==> src/rtl/env_pkg.sv <==
// env_pkg: shared width constant and state codes for the envelope follower slice.
package env_pkg;

    localparam int MAG_W = 12;

    typedef enum logic [1:0] {
        ST_IDLE   = 2'd0,
        ST_ATTACK = 2'd1,
        ST_HOLD   = 2'd2,
        ST_DECAY  = 2'd3
    } state_t;

endpackage

==> src/rtl/env_avg.sv <==
// env_avg: block averager; sums 2^AVG_SH magnitude samples and emits their mean once per block.
module env_avg
    import env_pkg::*;
#(
    parameter int AVG_SH = 8
) (
    input  logic             clk,
    input  logic             rst,
    input  logic [MAG_W-1:0] m,
    input  logic             iv,
    output logic [MAG_W-1:0] a,
    output logic             av
);

    localparam int ACC_W = MAG_W + AVG_SH;

    logic [ACC_W-1:0]  acc;
    logic [ACC_W-1:0]  sum;
    logic [AVG_SH-1:0] n;

    // Wide enough for a full block of full-scale samples, so the sum never wraps.
    assign sum = acc + ACC_W'(m);

    always_ff @(posedge clk or posedge rst) begin
        if (rst) begin
            acc <= '0;
            n   <= '0;
            a   <= '0;
            av  <= 1'b0;
        end else begin
            av <= 1'b0;
            if (iv) begin
                n <= n + AVG_SH'(1);
                if (&n) begin
                    a   <= sum[ACC_W-1:AVG_SH];
                    av  <= 1'b1;
                    acc <= '0;
                end else begin
                    acc <= sum;
                end
            end
        end
    end

endmodule

==> src/rtl/env_hold12.sv <==
// env_hold12: envelope follower with instant attack, programmable hold and exponential decay.
// Defining ENV_AVG_EN adds the env_avg block averager on outputs a/av; otherwise they are tied to 0.
module env_hold12
    import env_pkg::*;
#(
    parameter int HOLD_W   = 10,
    parameter int DECAY_SH = 4
`ifdef ENV_AVG_EN
    ,
    parameter int AVG_SH   = 8
`endif
) (
    input  logic              clk,
    input  logic              rst,
    input  logic [MAG_W-1:0]  m,
    input  logic              iv,
    input  logic [HOLD_W-1:0] hold,
    output logic [MAG_W-1:0]  e,
    output logic              ov,
    output logic [1:0]        st,
    output logic              pk,
    output logic [MAG_W-1:0]  a,
    output logic              av
);

    state_t            state_q, state_d;
    logic [MAG_W-1:0]  e_d;
    logic [MAG_W-1:0]  step;
    logic [HOLD_W-1:0] cnt_q, cnt_d;
    logic              pk_d;

    always_comb begin
        // NOTE: every signal written here gets a default first, so no path can infer a latch.
        e_d     = e;
        cnt_d   = cnt_q;
        state_d = state_q;
        pk_d    = 1'b0;

        // Minimum step of 1 lets small envelopes still reach zero; step <= e so no underflow.
        step = e >> DECAY_SH;
        if (step == '0) begin
            step = MAG_W'(1);
        end

        if (iv) begin
            if (m > e) begin
                e_d     = m;
                cnt_d   = hold;
                state_d = ST_ATTACK;
                pk_d    = 1'b1;
            end else if (cnt_q != '0) begin
                cnt_d   = cnt_q - HOLD_W'(1);
                state_d = ST_HOLD;
            end else if (e != '0) begin
                e_d     = e - step;
                state_d = ST_DECAY;
            end else begin
                state_d = ST_IDLE;
            end
        end
    end

    // NOTE: registers use non-blocking assignments so every flop samples pre-edge values together.
    always_ff @(posedge clk or posedge rst) begin
        if (rst) begin
            e       <= '0;
            cnt_q   <= '0;
            state_q <= ST_IDLE;
            pk      <= 1'b0;
            ov      <= 1'b0;
        end else begin
            e       <= e_d;
            cnt_q   <= cnt_d;
            state_q <= state_d;
            pk      <= pk_d;
            ov      <= iv;
        end
    end

    assign st = state_q;

`ifdef ENV_AVG_EN
    env_avg #(
        .AVG_SH (AVG_SH)
    ) u_avg (
        .clk (clk),
        .rst (rst),
        .m   (m),
        .iv  (iv),
        .a   (a),
        .av  (av)
    );
`else
    assign a  = '0;
    assign av = 1'b0;
`endif

endmodule

==> config.mk <==
export PLATFORM = sky130hd
export DESIGN_NAME = env_hold12
export DESIGN_NICKNAME = d
export VERILOG_FILES = /design/src/rtl/env_pkg.sv /design/src/rtl/env_avg.sv /design/src/rtl/env_hold12.sv
export SDC_FILE = /design/constraint.sdc
export NUM_CORES = 1
export LEC_CHECK = 0
export ABC_CLOCK_PERIOD_IN_PS = 5050
export CORE_UTILIZATION = 30
export DETAILED_ROUTE_END_ITERATION = 6
export DONT_BUFFER_PORTS = 1
export HOLD_SLACK_MARGIN = 0.15
export PLACE_DENSITY = 0.45
export SLEW_MARGIN = 20
export SYNTH_ARGS = -nofsm -noshare
export SYNTH_HDL_FRONTEND = slang
export SYNTH_SLANG_ARGS = --single-unit
==> constraint.sdc <==
create_clock -name clk -period 5.05 [get_ports clk]
set_input_delay 1.515 -clock clk [delete_from_list [all_inputs] [get_ports clk]]
set_output_delay 1.515 -clock clk [all_outputs]
set_load 0.02 [all_outputs]
==> metrics.yaml <==
outcome: "complete, no violations"
finish.instance_area_sq_um: 2340
syn_inst: 257
cp.required_ns: 5.23
maxSlewViolCount: 0
finalCriticalPeriod_ns: 3.80
num_antenna_cells: 0
area_delta_synth_final_pct: 5.34
synth_common_cells: "inv_1 (27), dfrtp_1 (26), ha_1 (21)"
yosysTopAreaCell: "dfrtp_1"
rows: 31
power_frac_comb_pct: 58.6
cp_max_fo: 13
power_frac_seq_pct: 30.5
fp.dieArea_sq_um: 7770
p_int_mw: 0.838
period_share_pct: 75.2
power.density_nw_per_um2: 718
p_switching_mw: 0.845
yosysSeqAreaShare_pct: 29.2
finalPower_mw: 1.68
gr-total-overflow: 0
synth_top_area_share_pct: 29.2
ctsRootBufferMaster: "clkbuf_8"
synth-async-reset-ratio_pct: 100
num-fill-cells: 782
hp-class: "reg2reg"
worstSetupStartpointType: "input port"
cts_buffers: 3
pre_cts_ws_ns: 0.957
cts.sinks: 26
placedInstanceArea_sq_um: 2270
worstSetupEndpointType: "flip-flop"
yosys_warnings: 0
worstSetupPathType: "in2reg"
synth_edf_count: 0
nets: 302
grt_pass1_vias: 1824
grt_usage_pct: 16.2
cts_buffer_depth: 2
ys.flop_type: "dfrtp_1"
worstMarginPinSlew_ns: 0.637
cpMaxStageDelayCell: "a2111oi_4"
cts_tree: "done"
yosysUniqueCellTypes: 58
ios: 54
via_per_inst: 5.22
htree_levels: 1
synthTopCellsByArea: "dfrtp_1 (29%), ha_1 (12%), buf_4 (4.7%)"
clkPwrFrac_pct: 10.8
critical_path_arrival_ns: 3.98
portBuffers: 0
ant_nets: 0
switching_share_pct: 50.2
cap_violations: 0
fin_skew_ns: 0.0116
drt_first_pass_iters: 4
postCtsHoldBufs: 0
dr_total_vias: 1844
dp_hpwl_mm: 4.44
cts.clk_slew.worst_paths_ns: 0.11
syn-cell-area_sq_um: 2230
postSynthAreaPerCell_sq_um: 8.66
die_x_um: 88.1
cp.buffers_inverters: 0
coreArea_sq_um: 7210
routed_wl_mm: 5.90
setup_viol: 0
worst_skew_pair.late_latency_ns: 0.29
path_delay_family: "compound AO/OA/AOI/OAI gates"
drive_gt1_share_pct: 8.27
antenna_found_initial: 0
fin_ws_ns: 1.25
drt_iter0_drc: 28
wire_per_inst_um: 16.7
fin_setup_tns_ns: 0
hold_viol_final: 0
max_stage_delay_ns: 0.65
gp_congestion: 0.858
max_freq_mhz: 263
cts_setup_buffers: 0
p_leak_nw: 1.04
grt_max_degree: 27
grt_pass1_wl_mm: 9.45
start_util_pct: 30.9
drc: 0
die_y_um: 88.1
ys_seq_elements: 26
path_cells: "ha_1 > a21oi_2 > a311oi_2 > a2111oi_4 > or2_1 > mux2_2 > a22o_1"
rsz0062_at_grt: "false"
relSlewSlack_pct: 57.5
cts_resized: 0
yosysMostFrequentCell: "inv_1"
vdd_drop_max_mv: 0.221
[path summary, 6_finish.rpt]
check | from | to | slack, ns | cells after the start
worst max-delay path | m[3] | e[11]$_DFFE_PP0P_ | 1.25 | 7
worst min-delay path | cnt_q[0]$_DFFE_PP0P_ | cnt_q[0]$_DFFE_PP0P_ | 0.52 | 1
worst max register to register | e[11]$_DFFE_PP0P_ | e[10]$_DFFE_PP0P_ | 1.64 | 12
worst min register to register | cnt_q[0]$_DFFE_PP0P_ | cnt_q[0]$_DFFE_PP0P_ | 0.52 | 1
max in group asynchronous | rst | cnt_q[6]$_DFFE_PP0P_ | 3.50 | 1
min in group asynchronous | rst | st[0]$_DFFE_PP0P_ | 1.16 | 1
[layout by cell type (no fill, tap or decap), types with 4 or more instances in the layout]
cell type and n:
inv_1 26, dfrtp_1 26, ha_1 21, nand2_1 16, a21oi_1 16, o21ai_0 14
nor2_1 13, conb_1 13, nor3_1 9, a221o_1 6, nor4_1 6, mux2i_1 5
nand4_1 4, a22o_1 4, a31oi_1 4
[cell type report]
class | count | area [sq um] | area share [%]
clock inverter | 1 | 30.0 | 1.28
multi-input combinational | 193 | 1370 | 58.5
timing repair buffer | 3 | 22.5 | 0.961
clock buffer | 3 | 41.3 | 1.76
tap | 99 | 124 | 5.28
inverter | 28 | 105 | 4.48
sequential | 26 | 651 | 27.7
[logic make-up after synthesis]
kind of cell,Yosys count,share of synthesized area (%)
muxes,8,3.77
DFF,26,29.2
and+or+nand+nor,75,17.9
other,1,0.168
adders and majority gates,22,12.7
AOI/OAI and AO/OA,70,23.0
buffers and inverters,50,11.2
xor gates and xnor gates,5,1.97
[routing by layer]
layer	up-vias	wire [um]	track usage (%)
li1	909	-	-
met1	889	2670	20.7
met2	40	2880	27.8
met3	6	295	4.05
met4	0	47	3.37
met5	-	0	0
[power groups by stage]
stage                     clock network (mW)  registers (mW)  logic [mW]
final                                  0.183           0.514       0.987
after global routing                   0.201           0.534        1.12
after CTS                              0.190           0.515       0.989
after detailed placement                   0           0.518       0.982
after global placement                     0           0.522       0.984
after floorplan                            0           0.468       0.815
[through the flow]
step	utilization (%)	hold WS, ns	std cells
finish	32.5	0.522	353
global route	32.5	0.553	353
CTS	32.5	0.527	353
detailed placement	31.5	0.498	349
global placement	31.5	0.488	349
floorplan	-	0.471	269
[state kept, by name, summed over array words and instances (netlist names)]
name	flops
cnt_q	10
pk	1
st	2
ov	1
e	12
Note: power is estimated with default switching activity, not from simulation.
